[config.mk]
export PLATFORM = sky130hd
export DESIGN_NAME = can_tx_sched_flat
export DESIGN_NICKNAME = d
export VERILOG_FILES = /design/src/rtl/can_tx_sched_if.sv /design/src/rtl/can_tx_sched.sv /design/src/flat_wrapper.sv
export SDC_FILE = /design/constraint.sdc
export NUM_CORES = 1
export LEC_CHECK = 0
export BUFFER_PORTS_ARGS = -buffer_cell sky130_fd_sc_hd__buf_2
export CELL_PAD_IN_SITES_DETAIL_PLACEMENT = 0
export CELL_PAD_IN_SITES_GLOBAL_PLACEMENT = 1
export CORE_MARGIN = 3
export CORE_UTILIZATION = 41
export CTS_BUF_LIST = sky130_fd_sc_hd__clkbuf_16
export CTS_CLUSTER_SIZE = 12
export DETAILED_ROUTE_END_ITERATION = 10
export PLACE_DENSITY_LB_ADDON = 0.1
export SLEW_MARGIN = 5
export SYNTH_ARGS = -nofsm -noshare
export SYNTH_HDL_FRONTEND = slang
export SYNTH_SLANG_ARGS = --single-unit
[constraint.sdc]
create_clock -name i_Clock -period 14.5 [get_ports i_Clock]
set_clock_uncertainty 0.2 [all_clocks]
set_input_delay 1.45 -clock i_Clock [delete_from_list [all_inputs] [get_ports i_Clock]]
set_output_delay 1.45 -clock i_Clock [all_outputs]
set_load 0.005 [all_outputs]
[src/rtl/can_tx_sched_if.sv]
// Mailbox-side and can_tx-side signals of the CAN transmit scheduler.
// The scheduler connects through the slave modport; the host/bus model
// driving it uses the master modport.
interface can_tx_sched_if #(
  parameter int NUM_MB = 4,
  parameter int ID_W   = 11
);
  localparam int SEL_W = (NUM_MB > 1) ? $clog2(NUM_MB) : 1;

  logic [NUM_MB-1:0]      i_Req;
  logic [NUM_MB*ID_W-1:0] i_Id;
  logic                   i_Bus_Idle;
  logic                   i_Tx_Done;
  logic                   i_Arb_Lost;
  logic                   i_Tx_Err;
  logic                   o_Tx_DV;
  logic [SEL_W-1:0]       o_Tx_Sel;
  logic [NUM_MB-1:0]      o_Grant;
  logic [NUM_MB-1:0]      o_Done;
  logic [NUM_MB-1:0]      o_Fail;
  logic                   o_Busy;

  modport slave (
    input  i_Req, i_Id, i_Bus_Idle, i_Tx_Done, i_Arb_Lost, i_Tx_Err,
    output o_Tx_DV, o_Tx_Sel, o_Grant, o_Done, o_Fail, o_Busy
  );

  modport master (
    output i_Req, i_Id, i_Bus_Idle, i_Tx_Done, i_Arb_Lost, i_Tx_Err,
    input  o_Tx_DV, o_Tx_Sel, o_Grant, o_Done, o_Fail, o_Busy
  );
endinterface

[src/rtl/can_tx_sched.sv]
// CAN transmit scheduler: picks the pending mailbox with the lowest
// identifier, waits out the interframe space, launches can_tx and resolves
// the outcome (done / error with bounded retry / lost arbitration).
module can_tx_sched #(
  parameter int NUM_MB       = 4,
  parameter int ID_W         = 11,
  parameter int CLKS_PER_BIT = 10,
  parameter int IFS_BITS     = 3,
  parameter int RETRY_MAX    = 16
) (
  input  logic           i_Clock,
  input  logic           i_Reset,
  can_tx_sched_if.slave  bus
);

  localparam int SEL_W    = (NUM_MB > 1) ? $clog2(NUM_MB) : 1;
  localparam int IFS_CLKS = IFS_BITS * CLKS_PER_BIT;
  localparam int ICNT_W   = (IFS_CLKS > 1) ? $clog2(IFS_CLKS) : 1;
  localparam int RCNT_W   = $clog2(RETRY_MAX + 1);

  localparam logic [ICNT_W-1:0] IFS_LAST   = ICNT_W'(IFS_CLKS - 1);
  localparam logic [RCNT_W-1:0] RETRY_LAST = RCNT_W'(RETRY_MAX);

  typedef enum logic [2:0] {
    S_IDLE,
    S_PICK,
    S_WAIT_BUS,
    S_LAUNCH,
    S_ACTIVE
  } state_t;

  state_t             state, state_nxt;
  logic [SEL_W-1:0]   sel, sel_nxt;
  logic [ICNT_W-1:0]  idle_cnt, idle_cnt_nxt;
  logic [RCNT_W-1:0]  retry, retry_nxt, retry_inc;
  logic               tx_dv, tx_dv_nxt;
  logic [NUM_MB-1:0]  grant, grant_nxt;
  logic [NUM_MB-1:0]  done, done_nxt;
  logic [NUM_MB-1:0]  fail, fail_nxt;
  logic               busy, busy_nxt;

  logic               found;
  logic [SEL_W-1:0]   best_idx;
  logic [ID_W-1:0]    best_id;

  // Lowest-ID requester; strict '<' keeps the lowest index on equal IDs.
  always_comb begin
    found    = 1'b0;
    best_idx = '0;
    best_id  = '1;
    for (int unsigned i = 0; i < NUM_MB; i++) begin
      if (bus.i_Req[i] && (!found || (bus.i_Id[i*ID_W +: ID_W] < best_id))) begin
        found    = 1'b1;
        best_idx = SEL_W'(i);
        best_id  = bus.i_Id[i*ID_W +: ID_W];
      end
    end
  end

  // Saturating increment; the counter is cleared on reaching RETRY_MAX,
  // so saturation only guards against an out-of-range state.
  always_comb begin
    retry_inc = (retry == RETRY_LAST) ? retry : retry + 1'b1;
  end

  // Next-state logic plus next values of the registered outputs.
  // Outputs are computed from the next state so that they register in
  // the same edge as the transition (e.g. o_Done alongside return to IDLE).
  always_comb begin
    state_nxt    = state;
    sel_nxt      = sel;
    idle_cnt_nxt = idle_cnt;
    retry_nxt    = retry;
    done_nxt     = '0;
    fail_nxt     = '0;

    case (state)
      S_IDLE: begin
        if (|bus.i_Req) state_nxt = S_PICK;
      end

      S_PICK: begin
        if (!found) begin
          state_nxt = S_IDLE;
        end else begin
          sel_nxt      = best_idx;
          idle_cnt_nxt = '0;
          state_nxt    = S_WAIT_BUS;
          if (best_idx != sel) retry_nxt = '0;
        end
      end

      S_WAIT_BUS: begin
        if (!bus.i_Req[sel]) begin
          state_nxt = S_IDLE;
        end else if (!bus.i_Bus_Idle) begin
          idle_cnt_nxt = '0;
        end else if (idle_cnt == IFS_LAST) begin
          state_nxt = S_LAUNCH;
        end else begin
          idle_cnt_nxt = idle_cnt + 1'b1;
        end
      end

      S_LAUNCH: begin
        state_nxt = S_ACTIVE;
      end

      S_ACTIVE: begin
        if (bus.i_Tx_Done) begin
          done_nxt[sel] = 1'b1;
          retry_nxt     = '0;
          state_nxt     = S_IDLE;
        end else if (bus.i_Tx_Err) begin
          if (retry_inc == RETRY_LAST) begin
            fail_nxt[sel] = 1'b1;
            retry_nxt     = '0;
            state_nxt     = S_IDLE;
          end else begin
            retry_nxt = retry_inc;
            state_nxt = S_PICK;
          end
        end else if (bus.i_Arb_Lost) begin
          state_nxt = S_PICK;
        end
      end

      default: begin
        state_nxt = S_IDLE;
      end
    endcase

    tx_dv_nxt = (state_nxt == S_LAUNCH);
    busy_nxt  = (state_nxt != S_IDLE);
    grant_nxt = '0;
    if ((state_nxt == S_WAIT_BUS) || (state_nxt == S_LAUNCH) || (state_nxt == S_ACTIVE))
      grant_nxt[sel_nxt] = 1'b1;
  end

  // State, counters, selection and registered outputs.
  always_ff @(posedge i_Clock) begin
    if (i_Reset) begin
      state    <= S_IDLE;
      sel      <= '0;
      idle_cnt <= '0;
      retry    <= '0;
      tx_dv    <= 1'b0;
      grant    <= '0;
      done     <= '0;
      fail     <= '0;
      busy     <= 1'b0;
    end else begin
      state    <= state_nxt;
      sel      <= sel_nxt;
      idle_cnt <= idle_cnt_nxt;
      retry    <= retry_nxt;
      tx_dv    <= tx_dv_nxt;
      grant    <= grant_nxt;
      done     <= done_nxt;
      fail     <= fail_nxt;
      busy     <= busy_nxt;
    end
  end

  assign bus.o_Tx_DV  = tx_dv;
  assign bus.o_Tx_Sel = sel;
  assign bus.o_Grant  = grant;
  assign bus.o_Done   = done;
  assign bus.o_Fail   = fail;
  assign bus.o_Busy   = busy;

endmodule

[src/flat_wrapper.sv]
// flat-port wrapper written by rule: the top's interface ports become plain ports
module can_tx_sched_flat 
#(
  parameter int NUM_MB       = 4,
  parameter int ID_W         = 11,
  parameter int CLKS_PER_BIT = 10,
  parameter int IFS_BITS     = 3,
  parameter int RETRY_MAX    = 16
)
  (i_Clock, i_Reset, bus_i_Req, bus_i_Id, bus_i_Bus_Idle, bus_i_Tx_Done, bus_i_Arb_Lost, bus_i_Tx_Err, bus_o_Tx_DV, bus_o_Tx_Sel, bus_o_Grant, bus_o_Done, bus_o_Fail, bus_o_Busy);
  can_tx_sched_if #(.NUM_MB(NUM_MB), .ID_W(ID_W)) bus_i ();
  input  logic i_Clock;
  input  logic i_Reset;
  input wire logic [$bits(bus_i.i_Req)-1:0] bus_i_Req;
  input wire logic [$bits(bus_i.i_Id)-1:0] bus_i_Id;
  input wire logic [$bits(bus_i.i_Bus_Idle)-1:0] bus_i_Bus_Idle;
  input wire logic [$bits(bus_i.i_Tx_Done)-1:0] bus_i_Tx_Done;
  input wire logic [$bits(bus_i.i_Arb_Lost)-1:0] bus_i_Arb_Lost;
  input wire logic [$bits(bus_i.i_Tx_Err)-1:0] bus_i_Tx_Err;
  output wire logic [$bits(bus_i.o_Tx_DV)-1:0] bus_o_Tx_DV;
  output wire logic [$bits(bus_i.o_Tx_Sel)-1:0] bus_o_Tx_Sel;
  output wire logic [$bits(bus_i.o_Grant)-1:0] bus_o_Grant;
  output wire logic [$bits(bus_i.o_Done)-1:0] bus_o_Done;
  output wire logic [$bits(bus_i.o_Fail)-1:0] bus_o_Fail;
  output wire logic [$bits(bus_i.o_Busy)-1:0] bus_o_Busy;
  assign bus_i.i_Req = bus_i_Req;
  assign bus_i.i_Id = bus_i_Id;
  assign bus_i.i_Bus_Idle = bus_i_Bus_Idle;
  assign bus_i.i_Tx_Done = bus_i_Tx_Done;
  assign bus_i.i_Arb_Lost = bus_i_Arb_Lost;
  assign bus_i.i_Tx_Err = bus_i_Tx_Err;
  assign bus_o_Tx_DV = bus_i.o_Tx_DV;
  assign bus_o_Tx_Sel = bus_i.o_Tx_Sel;
  assign bus_o_Grant = bus_i.o_Grant;
  assign bus_o_Done = bus_i.o_Done;
  assign bus_o_Fail = bus_i.o_Fail;
  assign bus_o_Busy = bus_i.o_Busy;
  can_tx_sched #(.NUM_MB(NUM_MB), .ID_W(ID_W), .CLKS_PER_BIT(CLKS_PER_BIT), .IFS_BITS(IFS_BITS), .RETRY_MAX(RETRY_MAX)) u_core (.i_Clock(i_Clock), .i_Reset(i_Reset), .bus(bus_i));
endmodule
Yosys cells after proc, flatten, opt, wreduce, memory -nomap -nowiden
Index checks and enable logic that the tools add are counted.
Word-level totals
  input bits: 54
  output and inout bits: 16
  register bits after elaboration: 29
Cells by class
  muxes and demuxes: 40
  equal/unequal tests: 16
  magnitude comparators: 7
  add/subtract/negate cells: 2
  bitwise operators: 5
  reductions and logical operators: 23
Operator list (count)
  $mux W5: 10
  $lt A11 B11 Y1: 3
  $mux W11: 3
  $mux W3: 7
  $pmux W5 S2: 2
  $eq A5 B5 Y1 const B: 3
  $pmux W3 S5: 1
  $eq A3 B2 Y1 const B: 4
  $add A5 B1 Y5 const B: 2
  $mux W2: 5
  $mux W1: 9
  $reduce_and A4 Y1: 2
  $eq A3 B3 Y1 const B: 2
  $lt A2 B3 Y1 const B: 2
  $ne A2 B1 Y1 const B: 3
  $ne A3 B3 Y1 const B: 2
  $logic_and A1 B1 Y1: 5
  $logic_or A1 B1 Y1: 5
  $not A1 Y1: 5
  $reduce_or A5 Y1: 1
  $demux W1 S2: 2
  $ge A2 B1 Y1 const B: 2
  $reduce_bool A2 Y1: 2
  $reduce_or A4 Y1: 1
  other kinds (8): 10

Logic depth before layout (Yosys ltp)
Gate-level depths: netlist of run 1.
  depth in word-level cells: 20
  depth in mapped cells: 30

Worst setup path after synthesis of run 1
Ideal clock, no wire load.
  path kind: in2reg
  start: input port bus_i_Req[0]
  end: register u_core.retry[1]
  arrival: 7.154 ns
  path buffers: 4
  stages on the path: 30
  required time: 14.228 ns
  slack: 7.074 ns
  path through: clkbuf_1 > nor2b_1 > ha_1 > and4_1 > o211ai_1 > o211a_1 > a21boi_0 > clkbuf_1 > clkbuf_1 > nand2_1 > o21ai_0 > ha_1 > a21oi_1 > nor2_1 > a211oi_1 > o211ai_1 > o31ai_4 > clkbuf_1 > nor2_1 > a21oi_1 > ha_1 > a21o_1 > a21o_1 > a21oi_1 > o21ai_0 > a211oi_1 > nor3_1 > or3b_1 > a211oi_2 > mux2i_1
Between the ends
  longest elaborated chain between the ends: 16
  elaborated cells on any way between the ends: 26
  classes of those cells: order compare (3); eq/ne (3); mux (10); reduce/logical (10)
RTL lines
  start: declaration: line flat_wrapper.sv:14  | input wire logic [$bits(bus_i.i_Req)-1:0] bus_i_Req;
  $mux W11 / $mux W1 (equally long branches): line can_tx_sched.sv:52  | if (bus.i_Req[i] && (!found || (bus.i_Id[i*ID_W +: ID_W] < best_id))) begin
  $lt A11 B11 Y1 / $logic_not A1 Y1 (equally long branches): line can_tx_sched.sv:52
  $logic_or A1 B1 Y1: line can_tx_sched.sv:52
  $logic_and A1 B1 Y1: line can_tx_sched.sv:52
  $mux W11 / $mux W1 (equally long branches): line can_tx_sched.sv:52
  $lt A11 B11 Y1 / $logic_not A1 Y1 (equally long branches): line can_tx_sched.sv:52
  $logic_or A1 B1 Y1: line can_tx_sched.sv:52
  $logic_and A1 B1 Y1: line can_tx_sched.sv:52
  $mux W11 / $mux W1 (equally long branches): line can_tx_sched.sv:52
  $lt A11 B11 Y1 / $logic_not A1 Y1 (equally long branches): line can_tx_sched.sv:52
  $logic_or A1 B1 Y1: line can_tx_sched.sv:52
  $logic_and A1 B1 Y1: line can_tx_sched.sv:52
  $mux W2: line can_tx_sched.sv:52
  $ne A2 B2 Y1: line can_tx_sched.sv:89  | if (best_idx != sel) retry_nxt = '0;
  $ne A2 B1 Y1 (no line)
  $reduce_and A4 Y1 (no line) *
  end signal: assignment: line can_tx_sched.sv:156  | retry <= retry_nxt;
  end: declaration: line can_tx_sched.sv:35  | logic [RCNT_W-1:0] retry, retry_nxt, retry_inc;
Every way passes the cells marked *; elsewhere a longest branch is shown, timed or not.
A chain may end at the register's enable or synchronous reset.

Worst setup path in the final report of run 1
Same ends and word-level chain as after synthesis.

==> flow_summary.ini, run 1 <==
[place]
pre_cts_slack_ps = 5790
portBuffers = 69
place_hpwl_microns = 5460
gp_congestion = 0.824
place_inst = 447

[worst_setup_path]
max_stage_delay_ps = 940
cpMaxStageDelayCell = a21boi_1
cp.arrival_ps = 8460
crit_family = compound AO/OA/AOI/OAI gates
rr_startpoint = u_core.retry[0]
rrSetupSlack_ps = 11430
path_max_fanout = 24
reg2reg_depth = 11
critPathLaunch = bus_i_Req[0]
end_kind = register
path_buf_inv = 1
rr_endpoint = u_core.idle_cnt[4]
critical_path_cell_count = 26
criticalPathCategory = in2reg
required_ps = 14500
crit_path_start_kind = input pin

[layout]
multiInputGateArea_sq_um = 1790
fin_util = 0.529
drive_gt1_frac = 0.217
nNetsFinal = 469
diodes = 0
syn2layout_area_growth_pct = 21.8
layout_commonest_cell = buf_2
n_fill_cell = 563
fin_cells = 454
final_cell_mix = buf_2, nor2_1, ha_1
seqCellArea_sq_um = 581

[sta]
fin_crit_sh = 0.583
whs_ps = 331
rsz0062_at_grt = false
relSlewSlack = 0.198
period_minus_slack_ps = 8460
fin_ws_ps = 6040
worst_pin_slew_ps = 1200
fin_setup_tns_ps = 0
drv_slew = 0
setup_violations = 0
max_freq_ghz = 0.118
timing.final.hold_violations = 0

[logic_synthesis]
synth.distinct_cells = 54
synth.cell_area_sq_um = 2450
syn_avg_cell_area_sq_um = 7.78
synth_edf_count = 0
synthArstFlopShare = 0
syn_nets = 402
netlist_instances = 315
synth_warnings = 0
synth-seq-cells = 29
ys.flop_type = dfxtp_1
yosysSeqAreaShare = 0.237

[route]
wirelength_microns = 6560
wl_per_cell_microns = 14.5
drc = 0
vias = 2439
drt_iter0_markers = 179
first_pass_iters = 5
viasPerCell = 5.37
ant_nets = 0

[cts]
postCtsSetupBuffers = 0
cts.sinks = 29
clock-root-buffer = clkbuf_16
htreeDepth = 2
holdBufCountCts = 0
clk_latency_ps = 270
ctsResizeCount = 0
cts_buffers = 5
cts_tree = yes
clk_pin_slew_ps = 50
cts.path.max_buffers = 2

[floorplan]
die_area_sq_um = 6940
coreArea_sq_um = 5640
die_h_microns = 83.3
placementRows = 27
initial_core_util = 0.434
pin_count = 70
die-width_microns = 83.3

[pwr]
switchingPower_uw = 86.3
ir_drop_v = 0.0000562
clkPwrFrac = 0.342
p_leak_nw = 1.36
powerDensity_nw_per_um2 = 90.2
pwr-share-seq = 0.329
intPower_uw = 183
combPwrFrac = 0.329
switching_share = 0.321

[status]
status = finished, final reports clean

[global_route]
grt_use_met2 = 0.291
grt_start_max_net_pins = 25
grt_pass1_vias = 2337
antenna_found_initial = 0
grtUsageTotal = 0.193
met3_usage = 0.0417
grt_pass1_wl_microns = 11100
grt_util_met1 = 0.283
gr-total-overflow = 0
top_usage_layer = met2

[flow_run]
maxCapViolations = 0

[min_path]
holdCritPathClass = reg2reg
holdPathStages = 2
min_from = u_core.retry[4]
hold_path_end = u_core.retry[4]
## how the worst max path moves through the flow
| stage | to | slack (ps) |
|---|---|---|
| 3_3_place_gp | u_core.retry[1] | 5790 |
| 3_5_place_dp | u_core.retry[1] | 5790 |
| 6_report | u_core.retry[1] | 6040 |
| 5_1_grt | u_core.retry[3] | 5340 |
| 4_1_cts | u_core.retry[1] | 6040 |
| 2_1_floorplan | u_core.retry[1] | 7070 |
## worst reg2reg max path: stages, from the launching register on
cell and delay (ps):
dfxtp_1 350, inv_1 120, ha_1 140, nor4bb_1 580, and2_1 220, o211ai_1 130, o211ai_1 220, a311o_1 200
nor2b_1 380, nand4_1 180, xor2_1 160, nor2_1 50
## power groups by stage
stage	clock [mW]	sequential [mW]	combinational [mW]
4_1_cts	0.0939	0.0888	0.0891
6_report	0.0922	0.0887	0.0885
2_1_floorplan	0	0.0877	0.0637
3_5_place_dp	0	0.0902	0.0884
3_3_place_gp	0	0.0902	0.0877
5_1_grt	0.0970	0.0896	0.102
## final cells by class
class,instances,area share
tap,72,0.0302
clock buffer,5,0.0419
clock inverter,2,0.00252
multi-input combinational,266,0.601
timing repair buffer,69,0.116
inverter,11,0.0138
sequential,29,0.195
## synthesized netlist by cell type (9+ instances only)
master | count | area [sq um]
nor2_1 | 47 | 176
o21ai_0 | 19 | 95.1
dfxtp_1 | 29 | 581
nor3_1 | 12 | 60.1
nor2b_1 | 13 | 81.3
clkbuf_1 | 9 | 33.8
nand2b_1 | 11 | 68.8
a21oi_1 | 21 | 105
ha_1 | 33 | 413
nand2_1 | 22 | 82.6
inv_1 | 11 | 41.3
## cells by family after synthesis
logic type      count (synthesis)  synth area share
compound gates                 80             0.218
buf+inv                        20            0.0306
xor+xnor                        6            0.0245
simple gates                  143             0.300
mux                             4            0.0215
flops                          29             0.237
fa+ha+maj                      33             0.169
## state kept, by name, indices dropped and copies added (netlist names)
| name | flops |
|---|---|
| u_core.bus.o_Grant | 4 |
| u_core.idle_cnt | 5 |
| u_core.bus.o_Tx_DV | 1 |
| u_core.state | 3 |
| u_core.bus.o_Busy | 1 |
| u_core.bus.o_Tx_Sel | 2 |
| u_core.bus.o_Fail | 4 |
| u_core.retry | 5 |
| u_core.bus.o_Done | 4 |
## through the flow
stage	total power, mW	area (sq um)
CTS	0.272	2980
global route	0.289	2980
finish	0.269	2980
detailed placement	0.179	2850
global placement	0.178	2850
floorplan	0.151	2450
## routing by layer
metal | routed length (microns) | vias up
met3 | 352 | 5
met4 | 32 | 0
li1 | - | 1288
met2 | 2770 | 67
met1 | 3410 | 1079
met5 | 0 | -
No activity file was read; power rests on OpenSTA's default activity.
==> inputs of run 2 (changes only) <==
--- a/config.mk
+++ b/config.mk
@@ -5,11 +5,12 @@
 export SDC_FILE = /design/constraint.sdc
 export NUM_CORES = 1
 export LEC_CHECK = 0
+export ABC_AREA = 1
 export BUFFER_PORTS_ARGS = -buffer_cell sky130_fd_sc_hd__buf_2
 export CELL_PAD_IN_SITES_DETAIL_PLACEMENT = 0
 export CELL_PAD_IN_SITES_GLOBAL_PLACEMENT = 1
 export CORE_MARGIN = 3
-export CORE_UTILIZATION = 41
+export CORE_UTILIZATION = 32
 export CTS_BUF_LIST = sky130_fd_sc_hd__clkbuf_16
 export CTS_CLUSTER_SIZE = 12
 export DETAILED_ROUTE_END_ITERATION = 10
==> constraint.sdc (replaced) <==
create_clock -name i_Clock -period 7 [get_ports i_Clock]
set_clock_uncertainty 0.2 [all_clocks]
set_input_delay 0.7 -clock i_Clock [delete_from_list [all_inputs] [get_ports i_Clock]]
set_output_delay 0.7 -clock i_Clock [all_outputs]
set_load 0.005 [all_outputs]
==> flow_summary.ini, run 2 <==
[logic_synthesis]
yosysTopAreaCellShare = 0.243
syn_avg_cell_area_sq_um = 6.47
synth_warnings = 0
synthTopCellsByArea = dfxtp_1, ha_1, nand2_1
synth.distinct_cells = 32
yosysSeqAreaShare = 0.243
synthTopCellsByCount = nand2_1, nor2_1, inv_1
synth-seq-cells = 29
ys.flop_type = dfxtp_1
synthArstFlopShare = 0
synth_edf_count = 0
yosysMostFrequentCell = nand2_1
synth_top_cell_by_area = dfxtp_1
synth.cell_area_sq_um = 2390
netlist_instances = 369
syn_nets = 456

[layout]
fin_util = 0.427
drive_gt1_frac = 0.227
diodes = 0
multiInputGateArea_sq_um = 1590
n_fill_cell = 772
layout_commonest_cell = nand2_1
nNetsFinal = 527
fin_cells = 537
final_cell_mix = nand2_1, buf_2, nor2_1
top_regs = u_core.idle_cnt: 5 flops, u_core.retry: 5 flops
seqCellArea_sq_um = 581
syn2layout_area_growth_pct = 25.5

[global_route]
antenna_found_initial = 0
grt_start_max_net_pins = 26
grt_pass1_vias = 2334
gr-total-overflow = 0
grtUsageTotal = 0.146
grt_pass1_wl_microns = 10200

[floorplan]
placementRows = 30
die_area_sq_um = 8530
coreArea_sq_um = 7020
pin_count = 70
die_h_microns = 92.4
initial_core_util = 0.340
die-width_microns = 92.4

[worst_setup_path]
required_ps = 6960
crit_path_start_kind = input pin
path_common_cell = nand2_1
end_kind = register
cpMaxStageDelayCell = o21ai_1
path_max_fanout = 25
criticalPathCategory = in2reg
cp.arrival_ps = 6080
max_stage_delay_ps = 380

[cts]
clk_pin_slew_ps = 50
clock-root-buffer = clkbuf_16
cts_buffers = 5
ctsResizeCount = 0
cts_tree = yes
cts.sinks = 29
clk_latency_ps = 270
htreeDepth = 2
cts.path.max_buffers = 2
holdBufCountCts = 0
postCtsSetupBuffers = 0

[sta]
period_minus_slack_ps = 6120
timing.final.hold_violations = 0
relSlewSlack = 0.562
setup_violations = 0
fin_crit_sh = 0.875
whs_ps = 327
rsz0062_at_grt = false
worst_pin_slew_ps = 650
drv_slew = 0
max_freq_ghz = 0.163
fin_setup_tns_ps = 0

[route]
vias = 2485
first_pass_iters = 4
wl_per_cell_microns = 11.4
wirelength_microns = 6110
drc = 0
ant_nets = 0
drt_iter0_markers = 45
viasPerCell = 4.63

[pwr]
intPower_uw = 417
combPwrFrac = 0.306
switchingPower_uw = 194
switching_share = 0.317
powerDensity_nw_per_um2 = 204
pwr-share-seq = 0.317
ir_drop_v = 0.000127
clkPwrFrac = 0.378
p_leak_nw = 1.53

[place]
portBuffers = 69
gp_congestion = 0.853
place_inst = 529
place_hpwl_microns = 5240

[flow_run]
maxCapViolations = 0

[min_path]
holdCritPathClass = reg2reg

[status]
status = finished, final reports clean
-- run 2: changes by cell type after synthesis, sizes merged, moves of 7 or more --
cell	previous run	this run
o211ai	7	0
nand2b	11	0
nand3	4	19
nor2	47	56
nor2b	13	0
nand2	22	86
o21ai	20	31
inv	11	51
-- run 2: path summary, 6_finish.rpt --
check | startpoint | endpoint | slack (ps) | cells after the start
max | bus_i_Req[0] | u_core.retry[2] | 880 | 37
min | u_core.idle_cnt[1] | u_core.idle_cnt[1] | 330 | 2
max reg2reg | u_core.state[0] | u_core.idle_cnt[4] | 4440 | 9
min reg2reg | u_core.idle_cnt[1] | u_core.idle_cnt[1] | 330 | 2
-- run 2: metrics by stage --
step                      power (mW)  setup slack, ps  cell area, sq um
final                          0.611              878              3000
after global routing           0.660              303              3000
after CTS                      0.620              836              3000
after detailed placement       0.385              588              2830
after global placement         0.386              713              2830
after floorplan                0.328             1340              2390
-- run 2: critical path, delay by kind of cell --
family	cells	cell delay [ps]
and+or+nand+nor	23	2360
buffers and inverters	2	410
AOI/OAI and AO/OA	9	1710
adders and majority gates	3	900
-- run 2: layer usage --
layer | track usage | wire length, microns | vias up
met5 | 0 | 0 | -
met4 | 0.0297 | 36 | 0
met3 | 0.0341 | 367 | 7
met2 | 0.222 | 2510 | 55
met1 | 0.210 | 3200 | 1057
li1 | - | - | 1366
-- run 2: final cells by class --
cell class / instances / area share
sequential: 29 / 0.194
clock buffer: 5 / 0.0418
multi-input combinational: 283 / 0.531
timing repair buffer: 69 / 0.115
clock inverter: 3 / 0.0125
tap: 96 / 0.0401
inverter: 52 / 0.0652
-- run 2: cells by family (layout without fill, tap and decap cells) --
kind of cell | after synthesis | count (layout) | share of synthesized area
adder cells (fa/ha/maj) | 33 | 33 | 0.173
XOR/XNOR | 3 | 3 | 0.0110
flip-flops | 29 | 29 | 0.243
buffers and inverters | 57 | 129 | 0.0901
AO/OA/AOI/OAI | 59 | 59 | 0.136
AND/OR/NAND/NOR | 188 | 188 | 0.346
-- run 2: power by group through the flow --
stage	Combinational [mW]	Sequential (mW)	Clock (mW)
after detailed placement	0.188	0.196	0
after global placement	0.189	0.197	0
after global routing	0.219	0.196	0.245
final	0.187	0.193	0.231
after floorplan	0.135	0.192	0
after CTS	0.190	0.194	0.237
==> inputs of run 3 (changes only) <==
--- a/config.mk
+++ b/config.mk
@@ -5,12 +5,11 @@
 export SDC_FILE = /design/constraint.sdc
 export NUM_CORES = 1
 export LEC_CHECK = 0
-export ABC_AREA = 1
 export BUFFER_PORTS_ARGS = -buffer_cell sky130_fd_sc_hd__buf_2
 export CELL_PAD_IN_SITES_DETAIL_PLACEMENT = 0
 export CELL_PAD_IN_SITES_GLOBAL_PLACEMENT = 1
 export CORE_MARGIN = 3
-export CORE_UTILIZATION = 32
+export CORE_UTILIZATION = 34
 export CTS_BUF_LIST = sky130_fd_sc_hd__clkbuf_16
 export CTS_CLUSTER_SIZE = 12
 export DETAILED_ROUTE_END_ITERATION = 10
==> flow_summary.ini, run 3 (synthesis results as in run 1) <==
[pwr]
intPower_uw = 387
p_leak_nw = 1.39
combPwrFrac = 0.342
pwr-share-seq = 0.321
switchingPower_uw = 185
ir_drop_v = 0.000109
clkPwrFrac = 0.337
switching_share = 0.324
powerDensity_nw_per_um2 = 186

[sta]
rsz0062_at_grt = false
max_freq_ghz = 0.155
drv_slew = 0
fin_crit_sh = 0.924
whs_ps = 308
relSlewSlack = 0.504
fin_setup_tns_ps = 0
setup_violations = 0
timing.final.hold_violations = 0
worst_pin_slew_ps = 736
period_minus_slack_ps = 6470

[min_path]
holdPathStages = 2
min_from = u_core.retry[1]
holdCritPathClass = reg2reg
hold_path_end = u_core.retry[1]

[route]
dr_wl_met2_microns = 2650
wirelength_microns = 6660
wl_met3_microns = 419
top_layer_used = met4
wl_per_cell_microns = 13.8
viasPerCell = 5.06
drt_iter0_markers = 100
wl_met1_microns = 3530
vias = 2449
ant_nets = 0
first_pass_iters = 4
drc = 0

[cts]
holdBufCountCts = 0
cts_tree = yes
htreeDepth = 2
cts.sinks = 29
clock-root-buffer = clkbuf_16
cts_buffers = 5
clk_latency_ps = 270
clk_pin_slew_ps = 50
cts.path.max_buffers = 2

[worst_setup_path]
rr_endpoint = u_core.idle_cnt[4]
reg2reg_depth = 11
cp.arrival_ps = 6470
crit_family = compound AO/OA/AOI/OAI gates
required_ps = 7000
end_kind = register
critical_path_cell_count = 29
rr_startpoint = u_core.retry[0]
crit_path_start_kind = input pin
critPathLaunch = bus_i_Req[0]
criticalPathCategory = in2reg
path_max_fanout = 23
max_stage_delay_ps = 460
cpMaxStageDelayCell = or3b_1
path_buf_inv = 3
rrSetupSlack_ps = 4000

[place]
place_hpwl_microns = 5620
place_inst = 477
portBuffers = 69
dpl_cell_area_sq_um = 2940
gp_congestion = 0.907

[global_route]
grtUsageTotal = 0.163
grt_pass1_wl_microns = 10900
antenna_found_initial = 0
grt_start_max_net_pins = 24
grt_pass1_vias = 2303
gr-total-overflow = 0

[layout]
fin_area_sq_um = 3080
fin_util = 0.446
syn2layout_area_growth_pct = 25.8
fin_cells = 484
layout_commonest_cell = buf_2
top_regs = u_core.idle_cnt: 5 flops, u_core.retry: 5 flops
drive_gt1_frac = 0.232
final_cell_mix = buf_2, nor2_1, ha_1
nNetsFinal = 475
diodes = 0

[flow_run]
maxCapViolations = 0

[floorplan]
placementRows = 30
initial_core_util = 0.355
die-width_microns = 90.9
pin_count = 70
coreArea_sq_um = 6910
die_h_microns = 90.9
die_area_sq_um = 8260

[status]
status = finished, final reports clean
[run 3: changes by cell type in the layout (fill, tap and decap cells not counted), sizes merged, moves of 7 or more]
cell	previous run	this run
inv	52	12
nand2	86	22
nand2b	0	11
nand3	19	4
nor2	56	47
nor2b	0	13
o211ai	0	7
o21ai	31	20
[run 3: layout make-up]
class / instances / area [sq um]
clock inverters: 2 / 7.51
flip-flops and latches: 29 / 581
multi-input cells: 266 / 1810
well taps: 96 / 120
clock buffers: 5 / 125
fillers: 746 / 3820
inverters: 11 / 41.3
repair buffers: 75 / 403
[run 3: routing by layer]
| layer | global-route usage | vias up |
|---|---|---|
| met3 | 0.0433 | 5 |
| met5 | 0 | - |
| met4 | 0.0415 | 0 |
| met1 | 0.241 | 1080 |
| li1 | - | 1296 |
| met2 | 0.233 | 68 |
[run 3: power by group through the flow]
stage	clock, mW	combinational, mW	sequential [mW]
final	0.193	0.196	0.183
after global routing	0.204	0.223	0.185
after CTS	0.197	0.195	0.184
after detailed placement	0	0.194	0.187
after global placement	0	0.193	0.187
after floorplan	0	0.132	0.182
[run 3: tightest hold or removal path, delay by kind of cell (launching register included)]
family,cells,cell delay (ps)
flops,1,330
simple gates,1,70
mux,1,50
[run 3: metrics by stage]
stage	setup WS, ps	power (mW)
4_1_cts	289	0.575
5_1_grt	38.5	0.613
3_5_place_dp	7.73	0.381
2_1_floorplan	324	0.313
6_report	533	0.572
3_3_place_gp	164	0.380
[run 3: timing repair]
item                       in CTS  in global routing
hold endpoints to repair        0                  0
buffers inserted                0                  0
setup endpoints to repair       0                  9
resized for setup               0                  8
[run 3: worst max path at each step]
stage,end
6_report,u_core.retry[3]
5_1_grt,u_core.retry[3]
4_1_cts,u_core.retry[3]
3_5_place_dp,u_core.retry[3]
3_3_place_gp,u_core.retry[1]
2_1_floorplan,u_core.retry[1]
